--- src/rtl/constants_pkg.sv ---
// Shared constants and types for the memory port arbiter.
//   MEMORY_ADDRESS_BITS / MEMORY_DATA_BITS : RAM geometry
//   ArbState                               : arbiter FSM encoding
package constants_pkg;

    localparam int unsigned MEMORY_ADDRESS_BITS = 8;
    localparam int unsigned MEMORY_DATA_BITS    = 8;

    typedef enum logic [1:0] {
        ARB_IDLE  = 2'd0,
        ARB_ISSUE = 2'd1,
        ARB_WAIT  = 2'd2,
        ARB_RESP  = 2'd3
    } ArbState;

endpackage

--- src/rtl/rr_priority_picker.sv ---
// Combinational round-robin picker: scans req starting at index start and
// wrapping, first asserted index wins.
//   req      in  N   request vector
//   start    in  IW  index searched first
//   grant_c  out N   one-hot winner (0 when no request)
//   idx_c    out IW  winner index
//   any_c    out 1   at least one request present
module rr_priority_picker #(
    parameter int unsigned N  = 2,
    parameter int unsigned IW = $clog2(N)
) (
    input  logic [N-1:0]  req,
    input  logic [IW-1:0] start,
    output logic [N-1:0]  grant_c,
    output logic [IW-1:0] idx_c,
    output logic          any_c
);

    int unsigned pos;

    // Rotating first-one search.
    always_comb begin
        grant_c = '0;
        idx_c   = '0;
        any_c   = 1'b0;
        pos     = 0;
        for (int unsigned k = 0; k < N; k++) begin
            pos = (32'(start) + k) % N;
            if (!any_c && req[pos]) begin
                any_c   = 1'b1;
                grant_c = N'(1) << pos;
                idx_c   = IW'(pos);
            end
        end
    end

endmodule

--- src/rtl/mem_port_arbiter.sv ---
// Shares one synchronous RAM (1 read + 1 write port) between NUM_REQ
// requesters with round-robin arbitration and a bounded priority lock.
// One transaction in flight; RAM reads have one cycle of latency.
//   clk, reset_n                       clock, async active-low reset
//   req / req_we / req_lock            per-requester request, direction, lock
//   req_addr / req_wdata               packed per-requester address / data
//   gnt, rvalid                        one-hot accept / read-response pulses
//   rdata                              shared read data, held between rvalids
//   ram_rd_en/addr, ram_rd_data        RAM read port
//   ram_wr_en/addr/data                RAM write port
module mem_port_arbiter
    import constants_pkg::*;
#(
    parameter int unsigned NUM_REQ   = 2,
    parameter int unsigned ADDR_BITS = MEMORY_ADDRESS_BITS,
    parameter int unsigned DATA_BITS = MEMORY_DATA_BITS,
    parameter int unsigned MAX_LOCK  = 4
) (
    input  logic                           clk,
    input  logic                           reset_n,
    input  logic [NUM_REQ-1:0]             req,
    input  logic [NUM_REQ-1:0]             req_we,
    input  logic [NUM_REQ-1:0]             req_lock,
    input  logic [NUM_REQ*ADDR_BITS-1:0]   req_addr,
    input  logic [NUM_REQ*DATA_BITS-1:0]   req_wdata,
    output logic [NUM_REQ-1:0]             gnt,
    output logic [NUM_REQ-1:0]             rvalid,
    output logic [DATA_BITS-1:0]           rdata,
    output logic                           ram_rd_en,
    output logic [ADDR_BITS-1:0]           ram_rd_addr,
    input  logic [DATA_BITS-1:0]           ram_rd_data,
    output logic                           ram_wr_en,
    output logic [ADDR_BITS-1:0]           ram_wr_addr,
    output logic [DATA_BITS-1:0]           ram_wr_data
);

    localparam int unsigned IW = $clog2(NUM_REQ);
    localparam int unsigned CW = $clog2(MAX_LOCK + 1);

    ArbState                 state_q, state_d;
    logic [IW-1:0]           last_q, last_d;
    logic [CW-1:0]           cnt_q, cnt_d;
    logic                    keep_q, keep_d;
    logic                    we_q, we_d;
    logic [NUM_REQ-1:0]      gnt_q, gnt_d;
    logic [NUM_REQ-1:0]      rvalid_q, rvalid_d;
    logic [DATA_BITS-1:0]    rdata_q, rdata_d;
    logic                    rd_en_q, rd_en_d;
    logic [ADDR_BITS-1:0]    rd_addr_q, rd_addr_d;
    logic                    wr_en_q, wr_en_d;
    logic [ADDR_BITS-1:0]    wr_addr_q, wr_addr_d;
    logic [DATA_BITS-1:0]    wr_data_q, wr_data_d;

    logic                    keep_hit_c;
    logic [IW-1:0]           next_ptr_c;
    logic [IW-1:0]           start_c;
    logic                    lock_ok_c;
    logic [NUM_REQ-1:0]      pick_grant_c;
    logic [IW-1:0]           pick_idx_c;
    logic                    pick_any_c;
    int unsigned             sel_c;

    // Search start: the locked winner keeps priority while it still requests.
    assign keep_hit_c = keep_q && req[last_q];
    assign next_ptr_c = (last_q == IW'(NUM_REQ - 1)) ? '0 : last_q + IW'(1);
    assign start_c    = keep_hit_c ? last_q : next_ptr_c;
    assign sel_c      = 32'(pick_idx_c);

    // Lock is granted only while the run stays below MAX_LOCK grants.
    assign lock_ok_c  = req_lock[last_q] && ((32'(cnt_q) + 32'd1) < MAX_LOCK);

    rr_priority_picker #(
        .N  (NUM_REQ),
        .IW (IW)
    ) u_picker (
        .req     (req),
        .start   (start_c),
        .grant_c (pick_grant_c),
        .idx_c   (pick_idx_c),
        .any_c   (pick_any_c)
    );

    // State and registered outputs.
    always_ff @(posedge clk or negedge reset_n) begin
        if (!reset_n) begin
            state_q   <= ARB_IDLE;
            last_q    <= IW'(NUM_REQ - 1);
            cnt_q     <= '0;
            keep_q    <= 1'b0;
            we_q      <= 1'b0;
            gnt_q     <= '0;
            rvalid_q  <= '0;
            rdata_q   <= '0;
            rd_en_q   <= 1'b0;
            rd_addr_q <= '0;
            wr_en_q   <= 1'b0;
            wr_addr_q <= '0;
            wr_data_q <= '0;
        end else begin
            state_q   <= state_d;
            last_q    <= last_d;
            cnt_q     <= cnt_d;
            keep_q    <= keep_d;
            we_q      <= we_d;
            gnt_q     <= gnt_d;
            rvalid_q  <= rvalid_d;
            rdata_q   <= rdata_d;
            rd_en_q   <= rd_en_d;
            rd_addr_q <= rd_addr_d;
            wr_en_q   <= wr_en_d;
            wr_addr_q <= wr_addr_d;
            wr_data_q <= wr_data_d;
        end
    end

    // Next state; output values are computed one cycle ahead and registered.
    always_comb begin
        state_d   = state_q;
        last_d    = last_q;
        cnt_d     = cnt_q;
        keep_d    = keep_q;
        we_d      = we_q;
        gnt_d     = '0;
        rvalid_d  = '0;
        rdata_d   = rdata_q;
        rd_en_d   = 1'b0;
        rd_addr_d = '0;
        wr_en_d   = 1'b0;
        wr_addr_d = '0;
        wr_data_d = '0;

        unique case (state_q)
            ARB_IDLE: begin
                // A locked winner that stopped requesting forfeits its run.
                if (keep_q && !req[last_q]) begin
                    keep_d = 1'b0;
                    cnt_d  = '0;
                end
                if (pick_any_c) begin
                    state_d = ARB_ISSUE;
                    last_d  = pick_idx_c;
                    keep_d  = 1'b0;
                    we_d    = req_we[pick_idx_c];
                    gnt_d   = pick_grant_c;
                    if (req_we[pick_idx_c]) begin
                        wr_en_d   = 1'b1;
                        wr_addr_d = req_addr[sel_c*ADDR_BITS +: ADDR_BITS];
                        wr_data_d = req_wdata[sel_c*DATA_BITS +: DATA_BITS];
                    end else begin
                        rd_en_d   = 1'b1;
                        rd_addr_d = req_addr[sel_c*ADDR_BITS +: ADDR_BITS];
                    end
                end
            end
            ARB_ISSUE: begin
                if (lock_ok_c) begin
                    keep_d = 1'b1;
                    cnt_d  = cnt_q + CW'(1);
                end else begin
                    keep_d = 1'b0;
                    cnt_d  = '0;
                end
                state_d = we_q ? ARB_IDLE : ARB_WAIT;
            end
            ARB_WAIT: begin
                rvalid_d = NUM_REQ'(1) << last_q;
                rdata_d  = ram_rd_data;
                state_d  = ARB_RESP;
            end
            ARB_RESP: begin
                state_d = ARB_IDLE;
            end
            default: begin
                state_d = ARB_IDLE;
            end
        endcase
    end

    assign gnt         = gnt_q;
    assign rvalid      = rvalid_q;
    assign rdata       = rdata_q;
    assign ram_rd_en   = rd_en_q;
    assign ram_rd_addr = rd_addr_q;
    assign ram_wr_en   = wr_en_q;
    assign ram_wr_addr = wr_addr_q;
    assign ram_wr_data = wr_data_q;

endmodule

--- config.mk ---
export PLATFORM = sky130hd
export DESIGN_NAME = mem_port_arbiter
export DESIGN_NICKNAME = d
export VERILOG_FILES = /design/src/rtl/constants_pkg.sv /design/src/rtl/rr_priority_picker.sv /design/src/rtl/mem_port_arbiter.sv
export SDC_FILE = /design/constraint.sdc
export NUM_CORES = 1
export LEC_CHECK = 0
export ABC_CLOCK_PERIOD_IN_PS = 1820
export BUFFER_PORTS_ARGS = -buffer_cell sky130_fd_sc_hd__buf_2
export CORE_MARGIN = 2
export CORE_UTILIZATION = 50
export DETAILED_ROUTE_END_ITERATION = 6
export PLACE_DENSITY = 0.87
export SYNTH_ARGS = -nofsm -noshare
export SYNTH_HDL_FRONTEND = slang
export SYNTH_SLANG_ARGS = --single-unit
export TNS_END_PERCENT = 1
--- constraint.sdc ---
create_clock -name clk -period 1.82 [get_ports clk]
set_input_delay 0.091 -clock clk [delete_from_list [all_inputs] [get_ports clk]]
set_output_delay 0.091 -clock clk [all_outputs]
set_load 0.005 [all_outputs]
==> qor.yml <==
status: "completed"
syn_avg_cell_area_um2: 10.3
fmaxAchievable_mhz: 591
fp.dieH_um: 74.6
place_congestion: 0.786
drc: 0
rsz0062_at_grt: "false"
synth_compound_area_share_pct: 17.6
start_kind: "register"
slew_violations: 0
row_count: 25
via_per_inst: 5.77
r2r-end: "we_q"
grt_pass1_vias: 2162
vias: 2315
p_total_uw: 4230
path_clk_slew_ps: 90
finalSetupViolCount: 0
startpoint: "last_q"
place_ws_ps: 105
fp.dieArea_mm2: 0.00556
grt_max_degree: 34
synth-simple-area-share_pct: 26.0
fin_util_pct: 67.6
clk_latency_ps: 300
timing.rr.start: "last_q"
num_antenna_cells: 0
die_w_um: 74.6
antenna_found_initial: 0
route.met2.wl_um: 3290
synth-edff-count: 0
finalCritPeriodShare_pct: 92.9
synth_ff_type: "dfrtp_1"
routed_wl_um: 6310
hold_path.class: "primary input to register"
nNetsFinal: 382
maxCapViolCount: 0
rrSetupSlack_ps: 130
reg2reg_depth: 4
h-tree-depth: 2
cts_tree: "yes"
cts_buffers: 5
crit_path_end_kind: "register"
dpl.hpwl_um: 4420
clock-sinks: 46
tightest_slew_ps: 639
p_per_area_mw_per_mm2: 1320
yosysMostFrequentCell: "dfrtp_1"
final_layout_size_suffix_gt1_share_pct: 38.0
synthCells: 241
ys_ff_latch: 46
synth.area.mux_share_pct: 4.07
yosys_warnings: 0
period_minus_slack_ps: 1690
total_leakage_power_uw: 0.00165
m1WireLength_um: 2460
worstPathRequired_ps: 2010
hold_viol: 0
num_io_pins: 86
cpPeakStageDelay_ps: 680
fin_tns_setup_ps: 0
syn2layout_area_growth_pct: 29.0
track_usage_pct: 22.7
ant_nets: 0
yosysUniqueCellTypes: 47
top_layer: "met4"
slowest_stage: "dfstp_2"
start_util_pct: 52.4
critPathKind: "register to register"
synthTopCellsByCount: "dfrtp_1, nand2_1, and3b_1"
synth_adder_area_share_pct: 0.502
clock_path_buffers: 2
cp_cell_sequence: "xor2_4 > buf_4 > nand2_1 > a221oi_1"
synth_xor_xnor_area_share_pct: 1.00
worstPathArrival_ps: 1880
port_buffers: 85
drtIter0Drc: 192
fin_worst_skew_ps: 9.76
ys_seq_area_share_pct: 46.3
first_pass_iters: 4
setup_slack_ps: 129
synth_top_cell_by_area: "dfrtp_1"
cp_max_fo: 10
timing.hold.ws_ps: 79.2
dr_wl_met3_um: 443
syn-num-nets: 290
slew_headroom_pct: 57.3
synth_area_leaders: "dfrtp_1, and4bb_2, nand2_1"
grt_overflow: 0
peakVddDrop_v: 0.000756
critPathCapture: "we_q"
grt_pass1_wl_um: 9680
routedWlPerCell_um: 15.7
synthArstFlopShare_pct: 100
synth_top_cell_area_share_pct: 45.2
cts_root_buf: "clkbuf_8"
core_area_mm2: 0.00475
synth_top_family_by_area: "simple AND/OR/NAND/NOR gates"
synth_area_mm2: 0.00249
cts_setup_buffers: 0
## flip-flops by register name (all words and copies together) (netlist names), named ones only
register	cells
cnt_q	3
gnt	2
keep_q	1
last_q	1
ram_rd_addr	8
ram_rd_en	1
ram_wr_addr	8
ram_wr_data	8
ram_wr_en	1
rdata	8
rvalid	2
state_q	1
we_q	1
## layout by cell type, fill, tap and decap left out, drive strengths merged, types with 2 or more instances in the layout
master,n
o2111ai,2
nor4bb,2
a21o,3
nor2b,3
o21ai,12
nand3,10
buf,95
a32oi,8
and2,3
and3b,16
and4bb,14
a22oi,8
clkbuf,5
dlygate4sd3,9
mux2i,9
nand2b,2
dfrtp,45
clkinv,2
nor2,4
inv,5
o211ai,9
a21oi,4
nand2,39
a211oi,8
## stage by stage
stage,std cells,area [um^2]
after CTS,401,3200
after floorplan,241,2490
final,401,3210
after global placement,384,2990
after detailed placement,384,2990
after global routing,401,3210
## timing repair
item                                    4_1_cts  5_1_grt
resized for setup                             0        3
hold buffers                                  9        0
endpoints found under the hold margin        30        0
endpoints found under the setup margin        0       13
## metal layers
layer  global-route usage (%)  up-vias
li1                         -     1083
met4                     7.54        0
met3                     4.88       13
met5                        0        -
met2                     39.6      104
met1                     28.1     1115
## layout make-up
type / count / area [um^2]
multi-input combinational: 171 / 1240
inverter: 5 / 18.8
fill: 349 / 1540
tap: 67 / 83.8
clock buffer: 5 / 68.8
sequential: 46 / 1150
clock inverter: 3 / 43.8
timing repair buffer: 104 / 603
## worst min path at each step
stage	startpoint	end	slack [ps]	depth (start not counted)
2_1_floorplan	reset_n	asynchronous set/reset pin	-200	0
3_3_place_gp	reset_n	ram_wr_en	90	1
3_5_place_dp	reset_n	ram_wr_en	90	1
4_1_cts	req_wdata[5]	ram_wr_data[5]	80	3
5_1_grt	req_wdata[5]	ram_wr_data[5]	70	3
6_report	req_wdata[5]	ram_wr_data[5]	80	3
## logic make-up after synthesis
group,Yosys count
AOI/OAI and AO/OA,58
DFF,46
and+or+nand+nor,100
xor gates and xnor gates,2
adders and majority gates,1
muxes,10
buffers and inverters,24
## critical path: cells and delay by family (launching register included)
family	cells	cell delay (ps)
buffers and inverters	1	230
AO/OA/AOI/OAI	1	320
XOR/XNOR	1	240
AND/OR/NAND/NOR	1	110
flip-flops	1	680
## report_power, final
| part | switching [uW] | internal (uW) |
|---|---|---|
| sequential | 215 | 1350 |
| combinational | 1030 | 859 |
| clock | 359 | 412 |
| total | 1610 | 2620 |
(Power assumes the default switching activity.)
